## src/rtl/multicycle_ctrl_if.sv

```systemverilog
// Control-side bundle of the multicycle MIPS controller.
//
// Handshake: mem_req is a request level that stays high for as long as the
// controller sits in a memory state (FETCH, MEMRD, MEMWR). The access completes
// in the cycle where mem_req && mem_ready are both 1 at the rising edge. If
// mem_ready stays low for MAX_WAIT cycles the controller aborts (mem_timeout)
// and drops the request by returning to FETCH. memwrite is meaningful only
// while mem_req is high.
//
// Modports:
//   master - the controller: reads op/mem_ready, drives all control outputs.
//   slave  - the datapath/memory side: the mirror image.
interface multicycle_ctrl_if;
  logic [5:0] op;
  logic       mem_ready;
  logic       mem_req;
  logic       memwrite;
  logic       iord;
  logic       irwrite;
  logic       pcwrite;
  logic       branch;
  logic [1:0] pcsrc;
  logic       alusrca;
  logic [1:0] alusrcb;
  logic [1:0] aluop;
  logic       regwrite;
  logic       regdst;
  logic       memtoreg;
  logic       instr_done;
  logic       illegal_op;
  logic       mem_timeout;
  logic [3:0] state_o;

  modport master (
    input  op, mem_ready,
    output mem_req, memwrite, iord, irwrite, pcwrite, branch, pcsrc,
           alusrca, alusrcb, aluop, regwrite, regdst, memtoreg,
           instr_done, illegal_op, mem_timeout, state_o
  );

  modport slave (
    output op, mem_ready,
    input  mem_req, memwrite, iord, irwrite, pcwrite, branch, pcsrc,
           alusrca, alusrcb, aluop, regwrite, regdst, memtoreg,
           instr_done, illegal_op, mem_timeout, state_o
  );
endinterface

```

## src/rtl/multicycle_ctrl.sv

```systemverilog
// Multicycle MIPS control unit: a Moore FSM sequencing a shared datapath
// (PC, IR, register file, ALU, unified memory) over 3-5 cycles per
// instruction for R-type, LW, SW, BEQ, ADDI and J, with a memory wait-state
// handshake and timeout.
//
// Ports:
//   clk      - core clock, all state on the rising edge
//   reset_n  - synchronous active-low reset
//   bus      - multicycle_ctrl_if.master: op/mem_ready in, control out,
//              state_o exposes the current FSM state for debug
module multicycle_ctrl #(
  parameter int MAX_WAIT = 255,
  parameter int CNT_W    = 8
) (
  input  logic                 clk,
  input  logic                 reset_n,
  multicycle_ctrl_if.master    bus
);

  typedef enum logic [3:0] {
    FETCH   = 4'd0,
    DECODE  = 4'd1,
    MEMADR  = 4'd2,
    MEMRD   = 4'd3,
    MEMWB   = 4'd4,
    MEMWR   = 4'd5,
    RTYPEEX = 4'd6,
    RTYPEWB = 4'd7,
    BEQEX   = 4'd8,
    ADDIEX  = 4'd9,
    ADDIWB  = 4'd10,
    JEX     = 4'd11
  } state_t;

  state_t             state_q, state_d;
  logic [CNT_W-1:0]   cnt_q, cnt_d;
  logic               wait_st;
  logic               timeout;

  always_ff @(posedge clk) begin
    if (!reset_n) begin
      state_q <= FETCH;
      cnt_q   <= '0;
    end else begin
      state_q <= state_d;
      cnt_q   <= cnt_d;
    end
  end

  always_comb begin
    wait_st = (state_q == FETCH) || (state_q == MEMRD) || (state_q == MEMWR);
    // The cycle holding cnt == MAX_WAIT-1 with no ready is the MAX_WAIT-th
    // wait cycle, so it is the one that aborts.
    timeout = wait_st && !bus.mem_ready && (cnt_q == CNT_W'(MAX_WAIT - 1));

    state_d         = state_q;
    bus.mem_req     = 1'b0;
    bus.memwrite    = 1'b0;
    bus.iord        = 1'b0;
    bus.irwrite     = 1'b0;
    bus.pcwrite     = 1'b0;
    bus.branch      = 1'b0;
    bus.pcsrc       = 2'b00;
    bus.alusrca     = 1'b0;
    bus.alusrcb     = 2'b00;
    bus.aluop       = 2'b00;
    bus.regwrite    = 1'b0;
    bus.regdst      = 1'b0;
    bus.memtoreg    = 1'b0;
    bus.instr_done  = 1'b0;
    bus.illegal_op  = 1'b0;
    bus.mem_timeout = timeout;

    case (state_q)
      FETCH: begin
        bus.mem_req = 1'b1;
        bus.alusrcb = 2'b01;
        // An abort stays in FETCH, so the same PC is refetched.
        if (!timeout && bus.mem_ready) begin
          bus.irwrite = 1'b1;
          bus.pcwrite = 1'b1;
          state_d     = DECODE;
        end
      end
      DECODE: begin
        bus.alusrcb = 2'b11;
        case (bus.op)
          6'b000000:           state_d = RTYPEEX;
          6'b100011, 6'b101011: state_d = MEMADR;
          6'b000100:           state_d = BEQEX;
          6'b001000:           state_d = ADDIEX;
          6'b000010:           state_d = JEX;
          default: begin
            bus.illegal_op = 1'b1;
            state_d        = FETCH;
          end
        endcase
      end
      MEMADR: begin
        bus.alusrca = 1'b1;
        bus.alusrcb = 2'b10;
        state_d     = (bus.op == 6'b100011) ? MEMRD : MEMWR;
      end
      MEMRD: begin
        bus.mem_req = 1'b1;
        bus.iord    = 1'b1;
        if (timeout)            state_d = FETCH;
        else if (bus.mem_ready) state_d = MEMWB;
      end
      MEMWB: begin
        bus.regwrite   = 1'b1;
        bus.memtoreg   = 1'b1;
        bus.instr_done = 1'b1;
        state_d        = FETCH;
      end
      MEMWR: begin
        bus.mem_req  = 1'b1;
        bus.memwrite = 1'b1;
        bus.iord     = 1'b1;
        if (timeout) begin
          state_d = FETCH;
        end else if (bus.mem_ready) begin
          bus.instr_done = 1'b1;
          state_d        = FETCH;
        end
      end
      RTYPEEX: begin
        bus.alusrca = 1'b1;
        bus.aluop   = 2'b10;
        state_d     = RTYPEWB;
      end
      RTYPEWB: begin
        bus.regwrite   = 1'b1;
        bus.regdst     = 1'b1;
        bus.instr_done = 1'b1;
        state_d        = FETCH;
      end
      BEQEX: begin
        bus.alusrca    = 1'b1;
        bus.aluop      = 2'b01;
        bus.branch     = 1'b1;
        bus.pcsrc      = 2'b01;
        bus.instr_done = 1'b1;
        state_d        = FETCH;
      end
      ADDIEX: begin
        bus.alusrca = 1'b1;
        bus.alusrcb = 2'b10;
        state_d     = ADDIWB;
      end
      ADDIWB: begin
        bus.regwrite   = 1'b1;
        bus.instr_done = 1'b1;
        state_d        = FETCH;
      end
      JEX: begin
        bus.pcwrite    = 1'b1;
        bus.pcsrc      = 2'b10;
        bus.instr_done = 1'b1;
        state_d        = FETCH;
      end
      // Unused codes 12-15: all enables low, recover to FETCH.
      default: state_d = FETCH;
    endcase

    // Counter runs only while a memory state keeps waiting; any ready,
    // abort or state change clears it.
    cnt_d = (wait_st && !bus.mem_ready && !timeout) ? cnt_q + 1'b1 : '0;

    // Reset must silence side effects in the same cycle, even mid-access.
    if (!reset_n) begin
      bus.pcwrite     = 1'b0;
      bus.irwrite     = 1'b0;
      bus.branch      = 1'b0;
      bus.regwrite    = 1'b0;
      bus.mem_req     = 1'b0;
      bus.memwrite    = 1'b0;
      bus.instr_done  = 1'b0;
      bus.illegal_op  = 1'b0;
      bus.mem_timeout = 1'b0;
    end
  end

  assign bus.state_o = state_q;

endmodule
```

## src/flat_wrapper.sv

```systemverilog
// flat-port wrapper written by rule: the top's interface ports become plain ports
module multicycle_ctrl_flat 
#(
  parameter int MAX_WAIT = 255,
  parameter int CNT_W    = 8
)
  (clk, reset_n, bus_op, bus_mem_ready, bus_mem_req, bus_memwrite, bus_iord, bus_irwrite, bus_pcwrite, bus_branch, bus_pcsrc, bus_alusrca, bus_alusrcb, bus_aluop, bus_regwrite, bus_regdst, bus_memtoreg, bus_instr_done, bus_illegal_op, bus_mem_timeout, bus_state_o);
  multicycle_ctrl_if bus_i ();
  input  logic clk;
  input  logic reset_n;
  input wire logic [$bits(bus_i.op)-1:0] bus_op;
  input wire logic [$bits(bus_i.mem_ready)-1:0] bus_mem_ready;
  output wire logic [$bits(bus_i.mem_req)-1:0] bus_mem_req;
  output wire logic [$bits(bus_i.memwrite)-1:0] bus_memwrite;
  output wire logic [$bits(bus_i.iord)-1:0] bus_iord;
  output wire logic [$bits(bus_i.irwrite)-1:0] bus_irwrite;
  output wire logic [$bits(bus_i.pcwrite)-1:0] bus_pcwrite;
  output wire logic [$bits(bus_i.branch)-1:0] bus_branch;
  output wire logic [$bits(bus_i.pcsrc)-1:0] bus_pcsrc;
  output wire logic [$bits(bus_i.alusrca)-1:0] bus_alusrca;
  output wire logic [$bits(bus_i.alusrcb)-1:0] bus_alusrcb;
  output wire logic [$bits(bus_i.aluop)-1:0] bus_aluop;
  output wire logic [$bits(bus_i.regwrite)-1:0] bus_regwrite;
  output wire logic [$bits(bus_i.regdst)-1:0] bus_regdst;
  output wire logic [$bits(bus_i.memtoreg)-1:0] bus_memtoreg;
  output wire logic [$bits(bus_i.instr_done)-1:0] bus_instr_done;
  output wire logic [$bits(bus_i.illegal_op)-1:0] bus_illegal_op;
  output wire logic [$bits(bus_i.mem_timeout)-1:0] bus_mem_timeout;
  output wire logic [$bits(bus_i.state_o)-1:0] bus_state_o;
  assign bus_i.op = bus_op;
  assign bus_i.mem_ready = bus_mem_ready;
  assign bus_mem_req = bus_i.mem_req;
  assign bus_memwrite = bus_i.memwrite;
  assign bus_iord = bus_i.iord;
  assign bus_irwrite = bus_i.irwrite;
  assign bus_pcwrite = bus_i.pcwrite;
  assign bus_branch = bus_i.branch;
  assign bus_pcsrc = bus_i.pcsrc;
  assign bus_alusrca = bus_i.alusrca;
  assign bus_alusrcb = bus_i.alusrcb;
  assign bus_aluop = bus_i.aluop;
  assign bus_regwrite = bus_i.regwrite;
  assign bus_regdst = bus_i.regdst;
  assign bus_memtoreg = bus_i.memtoreg;
  assign bus_instr_done = bus_i.instr_done;
  assign bus_illegal_op = bus_i.illegal_op;
  assign bus_mem_timeout = bus_i.mem_timeout;
  assign bus_state_o = bus_i.state_o;
  multicycle_ctrl #(.MAX_WAIT(MAX_WAIT), .CNT_W(CNT_W)) u_core (.clk(clk), .reset_n(reset_n), .bus(bus_i));
endmodule
```

## config.mk

```make
export PLATFORM = sky130hd
export DESIGN_NAME = multicycle_ctrl_flat
export DESIGN_NICKNAME = d
export VERILOG_FILES = /design/src/rtl/multicycle_ctrl_if.sv /design/src/rtl/multicycle_ctrl.sv /design/src/flat_wrapper.sv
export SDC_FILE = /design/constraint.sdc
export NUM_CORES = 1
export LEC_CHECK = 0
export CORE_MARGIN = 5
export CORE_UTILIZATION = 47
export DETAILED_ROUTE_END_ITERATION = 8
export MAX_ROUTING_LAYER = met4
export PLACE_DENSITY_LB_ADDON = 0.25
export REMOVE_ABC_BUFFERS = 1
export SYNTH_ARGS = -nofsm -noshare
export SYNTH_HDL_FRONTEND = slang
export SYNTH_SLANG_ARGS = --single-unit
```

## constraint.sdc

```tcl
create_clock -name clk -period 4.9 [get_ports clk]
set_input_delay 1.47 -clock clk [delete_from_list [all_inputs] [get_ports clk]]
set_output_delay 1.47 -clock clk [all_outputs]
set_load 0.02 [all_outputs]
```

==> results of run 1 <==
==> per-stage QoR <==
stage | setup WS (ns) | hold slack, ns | util (%)
floorplan | 0.679 | 0.441 | -
global placement | 0.143 | 0.462 | 69.5
detailed placement | 0.0737 | 0.475 | 69.5
CTS | 0.0557 | 0.490 | 70.8
global route | 0.128 | 0.524 | 71.3
finish | 0.335 | 0.487 | 71.3
==> cell type report <==
class                           count  area [sq um]  area share (%)
Multi-Input combinational cell     96           627            49.3
Sequential cell                    12           240            18.9
Tap cell                           25          31.3            2.46
Inverter                            6          22.5            1.77
Clock buffer                        3          22.5            1.77
Timing Repair Buffer               33           328            25.8
==> cell usage after synthesis (3+ instances only) <==
master	instances	area share [%]
nor4_1	4	2.8
nor3_1	8	4.4
o21ai_0	3	1.7
a21oi_1	3	1.7
xor2_1	5	4.8
inv_1	6	2.5
nand3_1	7	3.9
nor2_1	14	5.8
nand2_1	12	5.0
clkbuf_1	5	2.1
dfxtp_1	12	26
xnor2_1	4	3.9
and3_1	5	3.4
==> cell families after synthesis <==
logic type	after synthesis
simple gates	60
mux	1
xor+xnor	9
compound gates	24
flops	12
fa+ha+maj	2
buf+inv	12
==> flip-flops by register name, indices dropped and copies added (netlist names) <==
signal / cells
u_core.bus.state_o: 4
u_core.cnt_q: 8
==> final timing paths <==
kind	end	slack [ns]	depth (start not counted)
worst max register to register	u_core.bus.state_o[2]	2.90	4
worst min register to register	u_core.cnt_q[0]	0.49	1
worst max-delay path	bus_mem_timeout	0.34	4
worst min-delay path	u_core.cnt_q[0]	0.49	1
==> worst max-delay path: cells and delay by family <==
family	cells	cell delay [ns]
compound gates	1	0.37
buf+inv	2	1.06
simple gates	1	0.19
==> power by group through the flow <==
stage	Combinational (W)	Clock, W	Sequential (W)
after floorplan	0.000152	0	0.000147
after global placement	0.000259	0	0.000146
after detailed placement	0.000263	0	0.000148
after CTS	0.000264	0.0000622	0.000145
after global routing	0.000286	0.0000669	0.000150
final	0.000264	0.0000612	0.000146
==> metal layers <==
| metal | global-route usage (%) | vias to the layer above |
|---|---|---|
| li1 | - | 497 |
| met1 | 24.3 | 471 |
| met2 | 32.3 | 34 |
| met3 | 4.16 | 3 |
| met4 | 5.11 | 0 |
| met5 | - | - |
==> what timing repair did <==
item / CTS / global route
resized for setup: 0 / 3
setup endpoints to repair: 0 / 1
buffers inserted: 0 / 0
==> flow_summary.toml, run 1 <==
[yosys]
avgSynthCellArea_sq_um = 7.56
async_reset_ff_share_pct = 0
seq_area_frac_synth_pct = 26.5
synth_top_family_by_area = "simple AND/OR/NAND/NOR gates"
muxShareOfSynthArea_pct = 1.24
ys_warn_count = 0
yosys.area_share.simple_pct = 33.1
synth_edf_count = 0
syn_inst = 120
syn_area_sq_um = 907
synthXorXnorAreaFrac_pct = 8.69
ys.flop_type = "dfxtp_1"
synth_cell_type_count = 39
synth_compound_area_share_pct = 22.6
synthAdderAreaFrac_pct = 2.76
ys_seq_elements = 12

[place]
port_buffers = 31
place_area_sq_um = 1240
place_inst = 172
hpwl_um = 1870
gp_congestion = 0.914

[cts]
cts_root_buffer = "clkbuf_4"
clk_latency_ns = 0.28
numClockSinks = 12
cts_tree = "done"
cts_hold_buf = 0
clk_pin_slew_ns = 0.07
clock_path_buffers = 2
cts_buffers = 3
htreeDepth = 1

[route]
drt_wl_total_um = 2480
drc = 0
wl_met2_um = 1230
wl_met1_um = 1100
maxUsedRoutingLayer = "met4"
ant_nets = 0
via_per_inst = 5.74
wl_met3_um = 125
via_count = 1005
drtPass1Iterations = 4
drt_iter0_markers = 31
routedWlPerCell_um = 14.2

[outcome]
status = "finished, final reports clean"

[grt]
grt_use_total_pct = 19.7
grt_start_max_net_pins = 18
grt_pass1_wl_um = 4110
grt-ovfl-total = 0
grt_pass1_vias = 938
grt_antenna_before_repair = 0

[floorplan]
die_x_um = 53.9
coreArea_sq_um = 1780
dieArea_sq_um = 2910
row_count = 15
die_h_um = 53.9
start_util_pct = 50.9
io_pins = 32

[timing]
slew_violations = 0
setup_viol = 0
period_needed_ns = 4.56
hold_viol_final = 0
relSlewSlack_pct = 62.8
fmax_mhz = 219
rsz0062_at_grt = "false"
skew_ns = 0.00114
worstMarginPinSlew_ns = 0.558
setup_tns_ns = 0
fin_crit_sh_pct = 93.2

[power_and_ir_drop]
switching_share_pct = 45.3
p_sw_w = 0.000214
power_density_nw_per_um2 = 371
p_leak_nw = 0.467
intPower_w = 0.000258
vdd_drop_max_mv = 0.207
finalPower_w = 0.000471
p_comb_share_pct = 56.0
clkPwrFrac_pct = 13.0
seqPwrFrac_pct = 31.0

[critical_path]
critPathKind = "in -> out"
crit_path_start_kind = "input port"
setup.worst_path.start = "bus_mem_ready"
crit_fanout = 5
worstPathCellList = "clkdlybuf4s50_1 > a2111o_1 > nor3_1 > clkdlybuf4s50_1"
critPathMostFrequentCell = "clkdlybuf4s50_1"
arrival_ns = 3.09
endpoint_kind = "output pin"
required_ns = 3.43
slowest_stage = "clkdlybuf4s50_1"
r2r-start = "u_core.bus.state_o[0]"
max_stage_delay_ns = 0.63

[worst_hold_path]
hold_path.class = "reg -> reg"
min-delay-start = "u_core.cnt_q[0]"

[layout]
fin_nets = 163
layout_common_cells = "clkdlybuf4s50_1 (30), nor2_1 (14), nand2_1 (12), dfxtp_1 (12), nor3_1 (8)"
design_area_sq_um = 1270
final_common_cell = "clkdlybuf4s50_1"
fill_cells = 149
syn2layout_area_growth_pct = 40.1
num_antenna_cells = 0
drive_gt1_share_pct = 6.67
final_cells = 175

[job]
maxCapViolations = 0
No activity file was read; power rests on OpenSTA's default activity.
==> run 2, diff against run 1 <==
--- a/config.mk
+++ b/config.mk
@@ -10,7 +10,6 @@
 export DETAILED_ROUTE_END_ITERATION = 8
 export MAX_ROUTING_LAYER = met4
 export PLACE_DENSITY_LB_ADDON = 0.25
-export REMOVE_ABC_BUFFERS = 1
 export SYNTH_ARGS = -nofsm -noshare
 export SYNTH_HDL_FRONTEND = slang
 export SYNTH_SLANG_ARGS = --single-unit
==> run 2 against run 1 <==
  * Clock power increased by 27%
  * Final area up 0.79%
  * Setup slack worse by 0.24 ns
==> flow_summary.toml, run 2 (synthesis gave the netlist of run 1 again) <==
[outcome]
status = "finished, final reports clean"

[route]
via_per_inst = 5.70
ant_nets = 0
drt_iter0_markers = 35
via_count = 1003
drc = 0
drt_wl_total_um = 2380
routedWlPerCell_um = 13.5
drtPass1Iterations = 4

[floorplan]
die_h_um = 53.9
start_util_pct = 50.9
die_x_um = 53.9
row_count = 15
dieArea_sq_um = 2910
coreArea_sq_um = 1780
io_pins = 32

[cts]
cts_resized = 0
clk_pin_slew_ns = 0.07
cts_setup_buffers = 0
cts_buffers = 3
cts_hold_buf = 0
htreeDepth = 1
clock_path_buffers = 2
clk_latency_ns = 0.27
cts_tree = "done"
numClockSinks = 12
cts_root_buffer = "clkbuf_4"

[layout]
fill_cells = 148
num_antenna_cells = 0
layout_common_cells = "clkdlybuf4s50_1 (31), nor2_1 (14), nand2_1 (12), dfxtp_1 (12), nor3_1 (8)"
multi_input_area_sq_um = 626
final_common_cell = "clkdlybuf4s50_1"
fin_nets = 163
syn2layout_area_growth_pct = 41.2
fin_util_pct = 71.9
design_area_sq_um = 1280
largest-register = "u_core.cnt_q"
seq_area_sq_um = 240
drive_gt1_share_pct = 7.28
largest_reg_flops = 8

[timing]
fin_crit_sh_pct = 98.0
skew_ns = 0.00237
rsz0062_at_grt = "false"
hold_viol_final = 0
relSlewSlack_pct = 62.8
setup_viol = 0
whs_ns = 0.477
worstMarginPinSlew_ns = 0.553
fmax_mhz = 208
slew_violations = 0
period_needed_ns = 4.80
setup_tns_ns = 0

[power_and_ir_drop]
power_density_nw_per_um2 = 379
finalPower_w = 0.000485
vdd_drop_max_mv = 0.189
p_leak_nw = 0.457

[critical_path]
crit_fanout = 5
cp_num_buf_inv = 2
max_stage_delay_ns = 0.58
worstPathCellList = "clkdlybuf4s50_1 > or3_1 > a211oi_2 > a2111oi_0 > clkdlybuf4s50_1"
endpoint_kind = "output pin"
arrival_ns = 3.33
path_delay_family = "buffers and inverters"
critPathMostFrequentCell = "clkdlybuf4s50_1"
crit_path_start_kind = "input port"
critPathKind = "in -> out"
slowest_stage = "clkdlybuf4s50_1"
required_ns = 3.43

[grt]
grt_pass1_vias = 946
grt_use_total_pct = 18.9
grt_antenna_before_repair = 0
grt_pass1_wl_um = 4010
grt_start_max_net_pins = 18
grt-ovfl-total = 0

[job]
maxCapViolations = 0

[worst_hold_path]
hold_path.class = "reg -> reg"

[yosys]
syn-num-nets = 131

[place]
hpwl_um = 1820
gp_congestion = 0.903
place_area_sq_um = 1240
port_buffers = 31
==> run 2: where the power goes <==
| part | switching, W | internal (W) | leakage [nW] |
|---|---|---|---|
| clock network | 0.0000324 | 0.0000452 | 0.0210 |
| registers | 0.0000367 | 0.000108 | 0.0975 |
| logic | 0.000142 | 0.000121 | 0.339 |
| total | 0.000211 | 0.000274 | 0.457 |
==> run 2: per-layer routing <==
layer | track usage [%] | wire length, um | up-vias
li1 | - | - | 506
met1 | 22.9 | 1030 | 457
met2 | 33.3 | 1170 | 40
met3 | 4.16 | 177 | 0
met4 | 1.28 | 0 | 0
met5 | - | 0 | -
==> run 2: path summary, 6_finish.rpt <==
kind                                             from                    end  slack, ns  cells past startpoint
worst max-delay path                        bus_op[5]         bus_illegal_op        0.1                      5
worst max register to register  u_core.bus.state_o[0]  u_core.bus.state_o[2]       2.99                      4
worst min register to register        u_core.cnt_q[0]        u_core.cnt_q[0]       0.48                      1
worst min-delay path                  u_core.cnt_q[0]        u_core.cnt_q[0]       0.48                      1
==> run 2: layout make-up <==
class,count,area share (%)
clock buffer,4,2.83
tap,25,2.44
inverter,6,1.76
sequential,12,18.7
timing repair buffer,33,25.4
multi-input combinational,96,48.8
==> run 2: stage by stage <==
step / setup WS, ns / cells
after detailed placement: 0.0700 / 172
after global routing: 0.0183 / 176
after floorplan: 0.493 / 120
final: 0.0956 / 176
after CTS: 0.0547 / 176
after global placement: 0.144 / 172
